<file path="src/rtl/ascii_to_ps2_tx_if.sv">
// rtl/ascii_to_ps2_tx_if.sv - character handshake bus between a character source and the PS/2 transmitter
interface ascii_to_ps2_tx_if;
    logic [7:0] ascii;
    logic       ascii_valid;
    logic       ascii_ready;
    logic       busy;
    logic       err;

    modport master (output ascii, ascii_valid, input ascii_ready, busy, err);
    modport slave  (input ascii, ascii_valid, output ascii_ready, busy, err);
endinterface

</file>
<file path="src/rtl/ascii_to_ps2_tx.sv">
// rtl/ascii_to_ps2_tx.sv - ASCII to PS/2 set-2 make/break keyboard-side transmitter
module ascii_to_ps2_tx #(
    parameter int HALF_PERIOD = 4000,
    parameter int FRAME_GAP   = 10000
) (
    input  logic              clk,
    input  logic              rst_n,
    ascii_to_ps2_tx_if.slave  char_if,
    output logic              ps2_clk_o,
    output logic              ps2_data_o
);
    localparam int CNT_MAX = (HALF_PERIOD > FRAME_GAP) ? HALF_PERIOD : FRAME_GAP;
    localparam int CW      = $clog2(CNT_MAX + 1);
    localparam logic [CW-1:0] HP_LAST  = CW'(HALF_PERIOD - 1);
    localparam logic [CW-1:0] GAP_LAST = CW'(FRAME_GAP - 1);

    typedef enum logic [1:0] {IDLE, LOAD, SEND, GAP} state_t;

    state_t          state_q, state_d;
    logic [7:0]      ascii_q, ascii_d;
    logic [CW-1:0]   cnt_q, cnt_d;
    logic            low_q, low_d;
    logic [3:0]      bit_q, bit_d;
    logic [1:0]      byte_q, byte_d;

    logic            supported;
    logic [7:0]      code;
    logic [7:0]      cur_byte;
    logic [10:0]     frame;

    // Upper and lower case letters share one key, so fold to upper case first.
    function automatic logic [8:0] scan_lookup(input logic [7:0] c);
        logic [7:0] u;
        logic [8:0] r;
        u = (c >= 8'h61 && c <= 8'h7A) ? (c - 8'h20) : c;
        case (u)
            8'h41: r = {1'b1, 8'h1C};  8'h42: r = {1'b1, 8'h32};
            8'h43: r = {1'b1, 8'h21};  8'h44: r = {1'b1, 8'h23};
            8'h45: r = {1'b1, 8'h24};  8'h46: r = {1'b1, 8'h2B};
            8'h47: r = {1'b1, 8'h34};  8'h48: r = {1'b1, 8'h33};
            8'h49: r = {1'b1, 8'h43};  8'h4A: r = {1'b1, 8'h3B};
            8'h4B: r = {1'b1, 8'h42};  8'h4C: r = {1'b1, 8'h4B};
            8'h4D: r = {1'b1, 8'h3A};  8'h4E: r = {1'b1, 8'h31};
            8'h4F: r = {1'b1, 8'h44};  8'h50: r = {1'b1, 8'h4D};
            8'h51: r = {1'b1, 8'h15};  8'h52: r = {1'b1, 8'h2D};
            8'h53: r = {1'b1, 8'h1B};  8'h54: r = {1'b1, 8'h2C};
            8'h55: r = {1'b1, 8'h3C};  8'h56: r = {1'b1, 8'h2A};
            8'h57: r = {1'b1, 8'h1D};  8'h58: r = {1'b1, 8'h22};
            8'h59: r = {1'b1, 8'h35};  8'h5A: r = {1'b1, 8'h1A};
            8'h30: r = {1'b1, 8'h45};  8'h31: r = {1'b1, 8'h16};
            8'h32: r = {1'b1, 8'h1E};  8'h33: r = {1'b1, 8'h26};
            8'h34: r = {1'b1, 8'h25};  8'h35: r = {1'b1, 8'h2E};
            8'h36: r = {1'b1, 8'h36};  8'h37: r = {1'b1, 8'h3D};
            8'h38: r = {1'b1, 8'h3E};  8'h39: r = {1'b1, 8'h46};
            8'h20: r = {1'b1, 8'h29};  8'h0D: r = {1'b1, 8'h5A};
            default: r = 9'h000;
        endcase
        return r;
    endfunction

    assign {supported, code} = scan_lookup(ascii_q);
    assign cur_byte = (byte_q == 2'd1) ? 8'hF0 : code;
    assign frame    = {1'b1, ~^cur_byte, cur_byte, 1'b0};

    always_ff @(posedge clk or negedge rst_n) begin
        if (!rst_n) begin
            state_q <= IDLE;
            ascii_q <= '0;
            cnt_q   <= '0;
            low_q   <= 1'b0;
            bit_q   <= '0;
            byte_q  <= '0;
        end else begin
            state_q <= state_d;
            ascii_q <= ascii_d;
            cnt_q   <= cnt_d;
            low_q   <= low_d;
            bit_q   <= bit_d;
            byte_q  <= byte_d;
        end
    end

    always_comb begin
        state_d = state_q;
        ascii_d = ascii_q;
        cnt_d   = cnt_q;
        low_d   = low_q;
        bit_d   = bit_q;
        byte_d  = byte_q;
        case (state_q)
            IDLE: begin
                if (char_if.ascii_valid) begin
                    ascii_d = char_if.ascii;
                    state_d = LOAD;
                end
            end
            LOAD: begin
                cnt_d   = '0;
                low_d   = 1'b0;
                bit_d   = '0;
                byte_d  = '0;
                state_d = supported ? SEND : IDLE;
            end
            SEND: begin
                if (cnt_q == HP_LAST) begin
                    cnt_d = '0;
                    if (!low_q) begin
                        low_d = 1'b1;
                    end else begin
                        low_d = 1'b0;
                        if (bit_q == 4'd10) state_d = GAP;
                        else                bit_d   = bit_q + 4'd1;
                    end
                end else begin
                    cnt_d = cnt_q + 1'b1;
                end
            end
            GAP: begin
                if (cnt_q == GAP_LAST) begin
                    cnt_d = '0;
                    if (byte_q == 2'd2) begin
                        state_d = IDLE;
                    end else begin
                        byte_d  = byte_q + 2'd1;
                        bit_d   = '0;
                        state_d = SEND;
                    end
                end else begin
                    cnt_d = cnt_q + 1'b1;
                end
            end
            default: state_d = IDLE;
        endcase
    end

    // Data only moves at bit boundaries, which always fall in a clock-high phase.
    assign ps2_clk_o           = !((state_q == SEND) && low_q);
    assign ps2_data_o          = (state_q == SEND) ? frame[bit_q] : 1'b1;
    assign char_if.ascii_ready = (state_q == IDLE);
    assign char_if.busy        = (state_q == SEND) || (state_q == GAP) ||
                                 ((state_q == LOAD) && supported);
    assign char_if.err         = (state_q == LOAD) && !supported;
endmodule
</file>
<file path="src/flat_wrapper.sv">
// flat-port wrapper written by rule: the top's interface ports become plain ports
module ascii_to_ps2_tx_flat 
#(
    parameter int HALF_PERIOD = 4000,
    parameter int FRAME_GAP   = 10000
)
  (clk, rst_n, ps2_clk_o, ps2_data_o, char_if_ascii, char_if_ascii_valid, char_if_ascii_ready, char_if_busy, char_if_err);
  ascii_to_ps2_tx_if char_if_i ();
  input  logic clk;
  input  logic rst_n;
  output logic ps2_clk_o;
  output logic ps2_data_o;
  input wire logic [$bits(char_if_i.ascii)-1:0] char_if_ascii;
  input wire logic [$bits(char_if_i.ascii_valid)-1:0] char_if_ascii_valid;
  output wire logic [$bits(char_if_i.ascii_ready)-1:0] char_if_ascii_ready;
  output wire logic [$bits(char_if_i.busy)-1:0] char_if_busy;
  output wire logic [$bits(char_if_i.err)-1:0] char_if_err;
  assign char_if_i.ascii = char_if_ascii;
  assign char_if_i.ascii_valid = char_if_ascii_valid;
  assign char_if_ascii_ready = char_if_i.ascii_ready;
  assign char_if_busy = char_if_i.busy;
  assign char_if_err = char_if_i.err;
  ascii_to_ps2_tx #(.HALF_PERIOD(HALF_PERIOD), .FRAME_GAP(FRAME_GAP)) u_core (.clk(clk), .rst_n(rst_n), .char_if(char_if_i), .ps2_clk_o(ps2_clk_o), .ps2_data_o(ps2_data_o));
endmodule
</file>
<file path="config.mk">
export PLATFORM = sky130hd
export DESIGN_NAME = ascii_to_ps2_tx_flat
export DESIGN_NICKNAME = d
export VERILOG_FILES = /design/src/rtl/ascii_to_ps2_tx_if.sv /design/src/rtl/ascii_to_ps2_tx.sv /design/src/flat_wrapper.sv
export SDC_FILE = /design/constraint.sdc
export NUM_CORES = 1
export LEC_CHECK = 0
export ABC_AREA = 1
export BUFFER_PORTS_ARGS = -buffer_cell sky130_fd_sc_hd__buf_2
export CELL_PAD_IN_SITES_DETAIL_PLACEMENT = 1
export CELL_PAD_IN_SITES_GLOBAL_PLACEMENT = 1
export CORE_ASPECT_RATIO = 1.25
export CORE_UTILIZATION = 41
export CTS_BUF_LIST = sky130_fd_sc_hd__clkbuf_8
export DETAILED_ROUTE_END_ITERATION = 10
export PLACE_DENSITY_LB_ADDON = 0.1
export SLEW_MARGIN = 20
export SYNTH_ARGS = -nofsm -noshare
export SYNTH_HDL_FRONTEND = slang
export SYNTH_SLANG_ARGS = --single-unit
</file>
<file path="constraint.sdc">
create_clock -name clk -period 2.44 [get_ports clk]
set_clock_uncertainty 0.2 [all_clocks]
set_input_delay 0.122 -clock clk [delete_from_list [all_inputs] [get_ports clk]]
set_output_delay 0.122 -clock clk [all_outputs]
set_load 0.01 [all_outputs]
</file>
Yosys cells after proc, flatten, opt, wreduce, memory -nomap -nowiden
Memory sizes are Yosys's and may differ from the RTL's.
Cells that the tools add are included.

storage, ports and cells
  bits in registers = 31
  ROM bits = 1024
  word-level logic and storage cells = 76
  memories = 1

memories
  memory            depth  bits a word  rd ports  clocked after Yosys merged registers in  wr ports  RTL line               text
  (name not given)  128    8            1         0                                        0         ascii_to_ps2_tx.sv:36  case (u)

operators by class
  $add $sub $neg = 4
  magnitude comparators = 3
  equality and inequality tests = 15
  multiplexer cells = 29
  reduce and logical (&&, ||, !) cells = 18

operator list
  kind                   count
  $pmux 14 s3            1
  $mux 14                2
  $mux 4                 5
  $mux 2                 9
  $mux 8                 2
  $add 14x1->14 const B  1
  $eq 14x12->1 const B   1
  $eq 14x14->1 const B   1
  $pmux 4 s3             1
  $mux 9                 1
  $ge 8x7->1 const B     1
  $le 8x7->1 const B     1
  $ne 2x1->1 const B     4
  $pmux 2 s4             1
  $reduce_xnor 8->1      1
  $sub 8x6->8 const B    1
  $eq 2x2->1 const B     3
  $ne 2x2->1 const B     3
  $reduce_and 6->1       1
  $lt 4x5->1 const B     1
  $reduce_and 5->1       1
  $add 4x1->4 const B    1
  $bmux 1 s4             1
  $eq 2x1->1 const B     2
  other kinds (13)       23

Longest topological paths before layout
An unclocked memory read counts as a cell.

  depth in word-level cells = 10
  depth in mapped cells = 22
  gate-level depth less buffers = 22

Worst setup path before layout
OpenSTA, ideal clock, no wires.

  kind = register to output
  start = reg u_core.ascii_q[1]
  end = out ps2_data_o
  arrival time = 2.154 ns
  data required time = 2.118 ns
  path slack = -0.036 ns
  stages on the path, launching flop included = 20
  buffers on the path = 1
  path through = dfrtp_1 > inv_1 > ha_1 > inv_1 > nand3_1 > nand2_2 > nand3_4 > buf_6 > o21ai_1 > nand3_1 > inv_2 > nand2_1 > nand2_1 > nand2_1 > nand2_1 > nand2_1 > nand3_1 > nand2_1 > nand2_1 > nand2_1

on the way
  word-level cells in the longest chain between the ends = 10
  elaborated cells between the ends (all ways) = 12

ends and longest elaborated chain
  what                                             RTL line                text
  from (decl)                                      ascii_to_ps2_tx.sv:20   logic [7:0] ascii_q, ascii_d;
  from (signal assigned)                           ascii_to_ps2_tx.sv:75   ascii_q <= ascii_d;
  $ge 8x7->1 / $le 8x7->1 (equally long branches)  ascii_to_ps2_tx.sv:35   u = (c >= 8'h61 && c <= 8'h7A) ? (c - 8'h20) : c;
  $logic_and 1x1->1                                ascii_to_ps2_tx.sv:35
  $mux 8 *                                         ascii_to_ps2_tx.sv:35
  $mem_v2 128x8                                    -
  $mux 9 *                                         ascii_to_ps2_tx.sv:36
  $mux 8 *                                         ascii_to_ps2_tx.sv:62   assign cur_byte = (byte_q == 2'd1) ? 8'hF0 : code;
  $reduce_xnor 8->1                                ascii_to_ps2_tx.sv:63   assign frame = {1'b1, ~^cur_byte, cur_byte, 1'b0};
  $bmux 1 s4 *                                     ascii_to_ps2_tx.sv:138  assign ps2_data_o = (state_q == SEND) ? frame[bit_q] : 1'b1;
  $mux 1 (implied by the code) *                   ascii_to_ps2_tx.sv:138
  $mux 1 *                                         ascii_to_ps2_tx.sv:138
  to (decl)                                        flat_wrapper.sv:12      output logic ps2_data_o;

Mark *: on every way between the ends. The rest lies on a longest branch, timed or not. The select of a mux whose other input is x is not followed.

Final worst setup path
  start = reg u_core.ascii_q[0]
  end = out ps2_data_o

The elaborated chain is that of the path after synthesis.

==> metrics.cfg <==
[cells_and_area]
multi_input_area_um2 = 1897
final_common_cell = nand2_1
mostFrequentLayoutCells = 107 x nand2_1, 53 x buf_4, 43 x inv_1, 40 x nor2_1, 35 x nand3_1
drive_above_1_share_pct = 30.87
nets = 537
diodes = 0
num-fill-cells = 885
final_core_util_pct = 57.84
synthToLayoutAreaGrowth_pct = 37.15
final_area_um2 = 3774
regArea_um2 = 779.5

[global_routing]
globalRouteTotalUtil_pct = 29.82
grt_max_degree = 32
grt_pass1_vias = 3497
antenna_found_initial = 0
grt_overflow = 0
grt_pass1_wl_um = 15900

[logic_synthesis]
yosysUniqueCellTypes = 37
netlist.area_leader.share_pct = 28.19
synth-edff-count = 0
syn_area_um2 = 2751
avgSynthCellArea_um2 = 6.369
ys_seq_area_share_pct = 28.19
synthTopCellsByArea = dfrtp_1 28%, nand2_1 16%, nand3_1 7.5%, inv_1 7.0%, nor2_1 6.3%
netlist.top_cell.by_area = dfrtp_1
ys_ff_latch = 31
syn_inst = 432
yosys_most_used_dff = dfrtp_1
syn_nets = 455
synth.yosys.warnings = 0
async_flop_share_pct = 100.0

[sta]
period_needed_ns = 3.040
final-hold-violation-count = 0
setup_ws_ns = -0.6005
relSlewSlack_pct = 51.45
max_freq_mhz = 328.9
final-setup-viol-count = 4
maxSlewViolCount = 0
period_share_pct = 124.6
worstMarginPinSlew_ns = 0.7282
rsz0062_at_grt = true

[floorplanning]
ios = 16
die_height_um = 93.59
start_util_pct = 42.17
std_cell_rows = 33
dieArea_um2 = 7045
die_w_um = 75.27
coreArea_um2 = 6524

[clock_network]
cts_tree = built
clk_pin_slew_ns = 0.07
cts_buffers = 5
clock_latency_ns = 0.29
cts-root-buf = clkbuf_8
cts_buffer_depth = 2
htree_levels = 2
cts.sinks = 31

[routing]
dr.first_iter.drc_count = 150
num_vias = 3272
wl_per_cell_um = 17.29
vias_per_cell = 5.435
routed_wl_um = 10410
detail-route-antenna-nets = 0
drc = 0
dr.pass1.iters = 4

[power_and_ir_drop]
vdd.ir_drop.worst_mv = 0.7171
switching_share_pct = 52.59
p_switching_mw = 2.801
p_int_mw = 2.525
powerDensity_nw_per_um2 = 1411
p_leak_nw = 1.774
p_seq_share_pct = 16.0
combPwrFrac_pct = 73.9
p_clk_share_pct = 10.1

[critical_path]
slowest_stage = dfrtp_1
cp.arrival_ns = 2.72
cp_top_family = simple AND/OR/NAND/NOR gates
crit_path_end_kind = primary output
slowest_delay_ns = 0.41
setup.worst_path.class = reg -> out
crit_top_cell = nand2_1
required_ns = 2.12
path_buf_inv = 3
startpoint_type = flip-flop
crit_chain = inv_2 > ha_2 > nand3_2 > nand2_4 > nand2_2 > nand3_2 > nand3_2 > inv_2 > nand2_1 > nor2_2 > nand2_1 > nand2_1 > nand2_1 > nand2_1 > nand2_1 > nand3_1 > nand2_1 > nand2_1 > nand2_1 > buf_2
worstPathMaxFanout = 5

[run]
max_cap_violations = 0

[placed_design]
io_buffers = 15
placed_area_um2 = 3257
dpl.hpwl_um = 6992
gp_routability_congestion = 0.9510

[outcome]
status = finished, violations left
violations = negative setup slack

[min_path]
hp-class = in -> async

==> metal layers <==
layer  global-route usage, %  share of wire [%]  vias up
li1                        -                  -     1582
met1                   33.33                 40     1608
met2                   55.26                 55       58
met3                   2.802                2.2       24
met4                   13.58                3.0        0
met5                       0                  0        -
==> logic make-up (layout without fill, tap and decap cells) <==
logic type / count (synthesis) / after routing / synth area share, %
AND/OR/NAND/NOR: 241 / 242 / 39.02
AO/OA/AOI/OAI: 74 / 74 / 15.55
buffers and inverters: 69 / 151 / 10.19
flip-flops: 31 / 31 / 28.19
adder cells (fa/ha/maj): 12 / 12 / 5.457
XOR/XNOR: 5 / 5 / 1.592
==> area by class of cell <==
cell class	count	share of cell area, %
clock inverter	2	0.9284
tap	87	2.885
clock buffer	6	2.188
sequential	31	20.66
timing repair buffer	83	16.91
inverter	60	6.167
multi-input combinational	333	50.27
==> registers in the layout, indices dropped and copies added, names as in the netlist <==
register        cells
u_core.bit_q        4
u_core.cnt_q       14
u_core.low_q        1
u_core.byte_q       2
u_core.state_q      2
u_core.ascii_q      8
==> metrics by stage <==
step / instances / hold slack, ns / power [mW] / worst slack (ns) / setup TNS (ns)
finish: 602 / 0.2345 / 5.325 / -0.6005 / -1.469
global route: 602 / 0.3154 / 5.737 / -0.7952 / -2.099
CTS: 599 / 0.2404 / 4.936 / -0.4785 / -1.171
detailed placement: 573 / 0.01352 / 4.138 / -0.2981 / -0.8108
global placement: 573 / 0.009530 / 4.007 / -0.2156 / -0.5195
floorplan: 432 / -0.3736 / 2.886 / 0.03516 / 0
==> what timing repair did <==
action | CTS | global route
endpoints found under the setup margin | 7 | 21
buffers inserted | 8 | 3
hold buffers | 10 | 0
hold endpoints to repair | 40 | 0
pin swaps | 18 | 12
cloned | 1 | 0
gates resized for setup | 28 | 35
==> cells in the mapped netlist (3+ instances only) <==
| master | count |
|---|---|
| a21oi_1 | 23 |
| inv_1 | 51 |
| nand2_1 | 117 |
| o32ai_1 | 4 |
| inv_2 | 7 |
| buf_2 | 3 |
| nand3_2 | 4 |
| nand3_1 | 41 |
| nand4_1 | 7 |
| o211ai_1 | 5 |
| dfrtp_1 | 31 |
| xor2_1 | 3 |
| o21ai_0 | 24 |
| o22ai_1 | 8 |
| ha_1 | 12 |
| nor2_1 | 46 |
| nand2_2 | 9 |
| clkbuf_1 | 4 |
| nor3_1 | 6 |
| nor2_2 | 5 |
==> power groups by stage <==
stage,sequential (mW),clock [mW],combinational (mW)
CTS,0.839,0.545,3.55
finish,0.853,0.539,3.93
detailed placement,0.843,0,3.29
global route,0.880,0.565,4.29
global placement,0.829,0,3.18
floorplan,0.794,0,2.09
==> final timing paths <==
path,startpoint,end,slack [ns],depth (start not counted)
max reg2reg,u_core.ascii_q[1],u_core.state_q[1],-0.23,17
min reg2reg,u_core.low_q,u_core.low_q,0.36,1
min,rst_n,u_core.bit_q[3],0.23,2
max,u_core.ascii_q[0],ps2_data_o,-0.60,20
min in group clk,u_core.low_q,u_core.low_q,0.36,1
max in group asynchronous,rst_n,u_core.ascii_q[1],1.29,2
No activity file was read; power rests on OpenSTA's default activity.
